==> config.mk <==
export PLATFORM = sky130hd
export DESIGN_NAME = boot_loader_flat
export DESIGN_NICKNAME = d
export VERILOG_FILES = /design/src/rtl/boot_loader_if.sv /design/src/rtl/boot_loader.sv /design/src/flat_wrapper.sv
export SDC_FILE = /design/constraint.sdc
export NUM_CORES = 1
export LEC_CHECK = 0
export CAP_MARGIN = 5
export CORE_MARGIN = 5
export CORE_UTILIZATION = 55
export CTS_CLUSTER_SIZE = 24
export DETAILED_ROUTE_END_ITERATION = 8
export PLACE_DENSITY = 0.79
export SKIP_CTS_REPAIR_TIMING = 1
export SYNTH_ARGS = -nofsm -noshare
export SYNTH_HDL_FRONTEND = slang
export SYNTH_SLANG_ARGS = --single-unit
==> constraint.sdc <==
create_clock -name clk -period 4.5 [get_ports clk]
set_clock_uncertainty 0.1 [all_clocks]
set_input_delay 0.45 -clock clk [delete_from_list [all_inputs] [get_ports clk]]
set_output_delay 0.45 -clock clk [all_outputs]
set_load 0.005 [all_outputs]
==> src/rtl/boot_loader_if.sv <==
// Byte-stream input and memory/cpu-control outputs of the program loader.
// The loader drives the slave side; the stream source and memory sit on the master side.
interface boot_loader_if #(
    parameter int ADDR_W = 15,
    parameter int WORD_W = 48
);
    logic [7:0]        in_data;
    logic              in_valid;
    logic              in_ready;
    logic              mem_we;
    logic [ADDR_W-1:0] mem_addr;
    logic [WORD_W-1:0] mem_wdata;
    logic              cpu_reset;
    logic [ADDR_W-1:0] start_addr;
    logic              done;
    logic              error;

    modport slave (
        input  in_data, in_valid,
        output in_ready, mem_we, mem_addr, mem_wdata, cpu_reset, start_addr, done, error
    );

    modport master (
        output in_data, in_valid,
        input  in_ready, mem_we, mem_addr, mem_wdata, cpu_reset, start_addr, done, error
    );
endinterface

==> src/rtl/boot_loader.sv <==
// Decodes framed load records from a byte stream into memory writes and holds
// the cpu in reset until a valid start record has been accepted.
module boot_loader #(
    parameter int         ADDR_W     = 15,
    parameter int         WORD_BYTES = 6,
    parameter int         WORD_W     = 48,
    parameter logic [7:0] SYNC       = 8'hA5
) (
    input  logic          clk,
    input  logic          reset,
    boot_loader_if.slave  bus
);
    localparam int BW = $clog2(WORD_BYTES + 1);

    typedef enum logic [3:0] {
        S_IDLE, S_TYPE, S_ADDR2, S_ADDR1, S_ADDR0, S_COUNT, S_DATA, S_CSUM, S_RUN, S_FAIL
    } state_e;

    state_e            state_q, state_d;
    logic [7:0]        sum_q, sum_d;
    logic              start_q, start_d;
    logic [ADDR_W-1:0] addr_q, addr_d;
    logic [8:0]        cnt_q, cnt_d;
    logic [BW-1:0]     byte_q, byte_d;
    logic [WORD_W-1:0] word_q, word_d;
    logic              mem_we_q, mem_we_d;
    logic [ADDR_W-1:0] mem_addr_q, mem_addr_d;
    logic [WORD_W-1:0] mem_wdata_q, mem_wdata_d;
    logic [ADDR_W-1:0] start_addr_q, start_addr_d;
    logic              done_q, done_d;
    logic              error_q, error_d;
    logic              cpu_reset_q, cpu_reset_d;
    logic              active, xfer;

    // Held low during reset so the source never sees a transfer it could lose.
    assign active       = (state_q != S_RUN) && (state_q != S_FAIL);
    assign bus.in_ready = reset && active;
    assign xfer         = bus.in_valid && bus.in_ready;

    assign bus.mem_we     = mem_we_q;
    assign bus.mem_addr   = mem_addr_q;
    assign bus.mem_wdata  = mem_wdata_q;
    assign bus.start_addr = start_addr_q;
    assign bus.done       = done_q;
    assign bus.error      = error_q;
    assign bus.cpu_reset  = cpu_reset_q;

    always_comb begin
        state_d      = state_q;
        sum_d        = sum_q;
        start_d      = start_q;
        addr_d       = addr_q;
        cnt_d        = cnt_q;
        byte_d       = byte_q;
        word_d       = word_q;
        mem_we_d     = 1'b0;
        mem_addr_d   = mem_addr_q;
        mem_wdata_d  = mem_wdata_q;
        start_addr_d = start_addr_q;
        done_d       = done_q;
        error_d      = error_q;
        cpu_reset_d  = cpu_reset_q;
        if (xfer) begin
            sum_d = sum_q + bus.in_data;
            case (state_q)
                S_IDLE: if (bus.in_data == SYNC) begin
                    state_d = S_TYPE;
                    sum_d   = '0;
                end
                S_TYPE: begin
                    start_d = (bus.in_data == 8'h02);
                    if (bus.in_data == 8'h01 || bus.in_data == 8'h02) state_d = S_ADDR2;
                    else                                                 state_d = S_FAIL;
                end
                // Address bytes shift in; the register width truncates the upper bits.
                S_ADDR2: begin addr_d = ADDR_W'(bus.in_data);         state_d = S_ADDR1; end
                S_ADDR1: begin addr_d = ADDR_W'({addr_q, bus.in_data}); state_d = S_ADDR0; end
                S_ADDR0: begin addr_d = ADDR_W'({addr_q, bus.in_data}); state_d = S_COUNT; end
                S_COUNT: begin
                    if (start_q) begin
                        state_d = (bus.in_data == 8'h00) ? S_CSUM : S_FAIL;
                    end else begin
                        cnt_d   = (bus.in_data == 8'h00) ? 9'd256 : {1'b0, bus.in_data};
                        byte_d  = '0;
                        state_d = S_DATA;
                    end
                end
                S_DATA: begin
                    word_d = {word_q[WORD_W-9:0], bus.in_data};
                    if (byte_q == BW'(WORD_BYTES - 1)) begin
                        byte_d      = '0;
                        mem_we_d    = 1'b1;
                        mem_addr_d  = addr_q;
                        mem_wdata_d = word_d;
                        addr_d      = addr_q + 1'b1;
                        cnt_d       = cnt_q - 9'd1;
                        if (cnt_q == 9'd1) state_d = S_CSUM;
                    end else begin
                        byte_d = byte_q + 1'b1;
                    end
                end
                S_CSUM: begin
                    if (sum_d != 8'h00) begin
                        state_d = S_FAIL;
                    end else if (start_q) begin
                        state_d      = S_RUN;
                        start_addr_d = addr_q;
                        done_d       = 1'b1;
                        cpu_reset_d  = 1'b0;
                    end else begin
                        state_d = S_IDLE;
                    end
                end
                default: ;
            endcase
            if (state_d == S_FAIL) error_d = 1'b1;
        end
    end

    always_ff @(posedge clk or negedge reset) begin
        if (!reset) begin
            state_q      <= S_IDLE;
            sum_q        <= '0;
            start_q      <= 1'b0;
            addr_q       <= '0;
            cnt_q        <= '0;
            byte_q       <= '0;
            word_q       <= '0;
            mem_we_q     <= 1'b0;
            mem_addr_q   <= '0;
            mem_wdata_q  <= '0;
            start_addr_q <= '0;
            done_q       <= 1'b0;
            error_q      <= 1'b0;
            cpu_reset_q  <= 1'b1;
        end else begin
            state_q      <= state_d;
            sum_q        <= sum_d;
            start_q      <= start_d;
            addr_q       <= addr_d;
            cnt_q        <= cnt_d;
            byte_q       <= byte_d;
            word_q       <= word_d;
            mem_we_q     <= mem_we_d;
            mem_addr_q   <= mem_addr_d;
            mem_wdata_q  <= mem_wdata_d;
            start_addr_q <= start_addr_d;
            done_q       <= done_d;
            error_q      <= error_d;
            cpu_reset_q  <= cpu_reset_d;
        end
    end
endmodule

==> src/flat_wrapper.sv <==
// flat-port wrapper written by rule: the top's interface ports become plain ports
module boot_loader_flat 
#(
    parameter int         ADDR_W     = 15,
    parameter int         WORD_BYTES = 6,
    parameter int         WORD_W     = 48,
    parameter logic [7:0] SYNC       = 8'hA5
)
  (clk, reset, bus_in_data, bus_in_valid, bus_in_ready, bus_mem_we, bus_mem_addr, bus_mem_wdata, bus_cpu_reset, bus_start_addr, bus_done, bus_error);
  boot_loader_if #(.ADDR_W(ADDR_W), .WORD_W(WORD_W)) bus_i ();
  input  logic clk;
  input  logic reset;
  input wire logic [$bits(bus_i.in_data)-1:0] bus_in_data;
  input wire logic [$bits(bus_i.in_valid)-1:0] bus_in_valid;
  output wire logic [$bits(bus_i.in_ready)-1:0] bus_in_ready;
  output wire logic [$bits(bus_i.mem_we)-1:0] bus_mem_we;
  output wire logic [$bits(bus_i.mem_addr)-1:0] bus_mem_addr;
  output wire logic [$bits(bus_i.mem_wdata)-1:0] bus_mem_wdata;
  output wire logic [$bits(bus_i.cpu_reset)-1:0] bus_cpu_reset;
  output wire logic [$bits(bus_i.start_addr)-1:0] bus_start_addr;
  output wire logic [$bits(bus_i.done)-1:0] bus_done;
  output wire logic [$bits(bus_i.error)-1:0] bus_error;
  assign bus_i.in_data = bus_in_data;
  assign bus_i.in_valid = bus_in_valid;
  assign bus_in_ready = bus_i.in_ready;
  assign bus_mem_we = bus_i.mem_we;
  assign bus_mem_addr = bus_i.mem_addr;
  assign bus_mem_wdata = bus_i.mem_wdata;
  assign bus_cpu_reset = bus_i.cpu_reset;
  assign bus_start_addr = bus_i.start_addr;
  assign bus_done = bus_i.done;
  assign bus_error = bus_i.error;
  boot_loader #(.ADDR_W(ADDR_W), .WORD_BYTES(WORD_BYTES), .WORD_W(WORD_W), .SYNC(SYNC)) u_core (.clk(clk), .reset(reset), .bus(bus_i));
endmodule
==> flow_summary.toml <==
[setup_path]
critPathTopFamily = "buffers and inverters"
worstSetupPathType = "input pin to register"
crit_slowest_cell = "clkdlybuf4s50_1"
cp.arrival_ns = 3.47
cp-start-kind = "input pin"
critPathBufInv = 2
cp_data_required_time_ns = 4.71
slowest_delay_ns = 0.75
path_cells = "clkdlybuf4s50_1, ha_1, inv_1, fa_1, nand2b_1, a21oi_1, o311ai_0, nor2_2, nand4_4, mux2_4"
cp-end-kind = "register"
cp_max_fo = 17

[final_layout]
num-fill-cells = 950
fin_cells = 881
nNetsFinal = 715
antenna_cells = 0
area_growth_pct = 22.8
design_area_um2 = 9010
drive_gt1_share_pct = 23.5

[synth]
synth_top_area_share_pct = 54.9
ys_warn_count = 0
ys_ff_latch = 162
synth_top_family_by_area = "multiplexers"
syn_avg_cell_area_um2 = 12.2
synthDistinctLibCells = 68
seq_area_frac_synth_pct = 55.2
synth-edff-count = 0
syn_inst = 604
synth_top_flop_cell = "dfrtp_1"
synth.area.mux_share_pct = 18.5
synthTopCellsByArea = "dfrtp_1 (55%), mux2_2 (16%), o21ai_0 (2.7%), a21oi_1 (2.2%), ha_1 (1.7%)"
synth_simple_gate_area_share_pct = 9.53
synth-xor-area-share_pct = 0.954
synth_compound_area_share_pct = 11.2
synth-adder-area-share_pct = 1.98
async_flop_share_pct = 100
synth_nets = 626
yosysTopAreaCell = "dfrtp_1"
syn_area_um2 = 7340

[sta]
final_max_slew_viol_count = 0
hold_viol_final = 0
period_share_pct = 72.4
fmax_mhz = 307
setup_viol = 0
fin_ws_ns = 1.24
relSlewSlack_pct = 28.7
worst_pin_slew_ns = 1.07
tns_ns = 0
period_needed_ns = 3.26
grt_setup_unrepaired = "no"

[floorplanning]
core_um2 = 13200
die_height_um = 126
start_util_pct = 55.7
dieArea_um2 = 15800
ios = 94
die_width_um = 126
placementRows = 42

[place]
place_area_um2 = 8440
place_ws_ns = 0.797
place_congestion = 0.854
dp.cells = 850
dp_hpwl_um = 11000
io_buffers = 93

[detailed_routing]
via_per_inst = 5.94
dr_total_vias = 5236
drcViolationCount = 0
ant_nets = 0
routed_wl_um = 16400
first_iter_violations = 503
wire_per_inst_um = 18.7
drt-pass1-iter-count = 4

[clock_network]
clkSinkCount = 162
clock_path_buffers = 2
cts-root-buf = "clkbuf_16"
clkTransAtPathRegs_ns = 0.06
clk_latency_ns = 0.42
cts-htree-levels = 4
cts-buffers-inserted = 17
cts_tree = "built"

[power]
p_leak_nw = 4.15
ir_worst_vdd_uv = 222
p_per_area_nw_per_um2 = 398

[global_routing]
grt_max_degree = 89
grt_pass1_vias = 5340
grt_pass1_wl_um = 27400
antenna_found_initial = 0
gr-total-overflow = 0
grt_usage_pct = 21.6

[min_path]
hold_class = "input pin to asynchronous set/reset pin"

[outcome]
status = "complete, no violations"

[run]
cap_violations = 0
[worst reg2reg max path: cells and delay by family, from the launching register on]
family	cells	cell delay [ns]
AND/OR/NAND/NOR	3	1.25
flip-flops	1	0.66
buffers and inverters	1	0.50
multiplexers	1	0.43
[cells in the final DEF (no fill, tap or decap), types with 5 or more instances in the layout]
| cell type | instances |
|---|---|
| nor3_1 | 6 |
| a22o_1 | 5 |
| nand2b_1 | 8 |
| nor3b_1 | 6 |
| nand2_1 | 31 |
| mux2_4 | 8 |
| nand3_1 | 10 |
| nor2b_1 | 5 |
| mux2_2 | 106 |
| nand4_1 | 5 |
| buf_4 | 9 |
| o22ai_1 | 5 |
| dfrtp_1 | 161 |
| a31oi_1 | 5 |
| nor2_1 | 32 |
| o21ai_0 | 39 |
| nor4_1 | 6 |
| clkbuf_16 | 17 |
| ha_1 | 10 |
| inv_1 | 11 |
| clkdlybuf4s50_1 | 92 |
| o31ai_1 | 5 |
| a21oi_1 | 32 |
| xor2_1 | 5 |
[report_power, final]
group / switching [mW] / internal [mW]
logic: 0.318 / 0.223
clock network: 0.572 / 0.833
registers: 0.109 / 1.53
total: 0.999 / 2.59
[cell families (layout without fill, tap and decap cells)]
family,Yosys count,count (layout)
XOR/XNOR,8,8
AO/OA/AOI/OAI,129,129
adder cells (fa/ha/maj),11,11
buffers and inverters,44,145
multiplexers,118,118
flip-flops,162,162
AND/OR/NAND/NOR,132,132
[path summary, 6_finish.rpt]
| check | startpoint | endpoint | slack (ns) | depth (start not counted) |
|---|---|---|---|---|
| max | bus_in_data[0] | u_core.bus.start_addr[7] | 1.24 | 10 |
| min | reset | u_core.cnt_q[8] | 0.15 | 2 |
| max in group asynchronous | reset | u_core.word_q[18] | 2.53 | 3 |
| min reg2reg | u_core.bus.done | u_core.bus.done | 0.37 | 1 |
| min in group clk | u_core.bus.done | u_core.bus.done | 0.37 | 1 |
| max reg2reg | u_core.state_q[2] | u_core.word_q[28] | 1.44 | 5 |
[synth_stat cells (all sizes together), types with 3 or more instances]
cell	n
a211oi	3
o21ai	39
nor3b	6
a21oi	33
o22a	3
o21a	3
ha	10
a32oi	4
nor2b	5
buf	13
a22o	5
nand2b	8
xnor2	3
nand4	6
a31oi	5
nor3	7
clkbuf	19
nor4	6
inv	12
o31ai	5
a21o	3
nor2	36
nand3	10
o22ai	5
or3	3
xor2	5
mux2	118
nand3b	3
nand2	31
dfrtp	161
a22oi	3
[flip-flops by register name (all words and copies together) (netlist names)]
| name | flops |
|---|---|
| u_core.word_q | 40 |
| u_core.bus.mem_we | 1 |
| u_core.bus.cpu_reset | 1 |
| u_core.cnt_q | 9 |
| u_core.bus.mem_addr | 15 |
| u_core.start_q | 1 |
| u_core.addr_q | 15 |
| u_core.bus.mem_wdata | 48 |
| u_core.state_q | 4 |
| u_core.bus.start_addr | 15 |
| u_core.bus.done | 1 |
| u_core.bus.error | 1 |
| u_core.byte_q | 3 |
| u_core.sum_q | 8 |
[cell type report]
| class | count | area (um^2) | share of cell area [%] |
|---|---|---|---|
| timing repair buffer | 102 | 1000 | 11.1 |
| inverter | 12 | 45.0 | 0.500 |
| sequential | 162 | 4060 | 45.0 |
| tap | 176 | 220 | 2.44 |
| clock buffer | 20 | 447 | 4.96 |
| multi-input combinational | 398 | 3120 | 34.6 |
| clock inverter | 11 | 126 | 1.40 |
[per-layer routing]
layer	track usage (%)	wire [um]	vias up
li1	-	-	2388
met1	27.1	6780	2592
met2	36.5	8220	214
met3	5.20	1080	42
met4	7.84	354	0
met5	0	0	-
[through the flow]
stage	total power, mW	utilization [%]	hold slack (ns)
after CTS	3.60	68.3	0.193
after global routing	3.74	68.3	0.249
final	3.59	68.3	0.152
after global placement	2.16	64.0	0.350
after detailed placement	2.19	64.0	0.354
after floorplan	2.01	-	0.0544
Note: power is estimated with default switching activity, not from simulation.
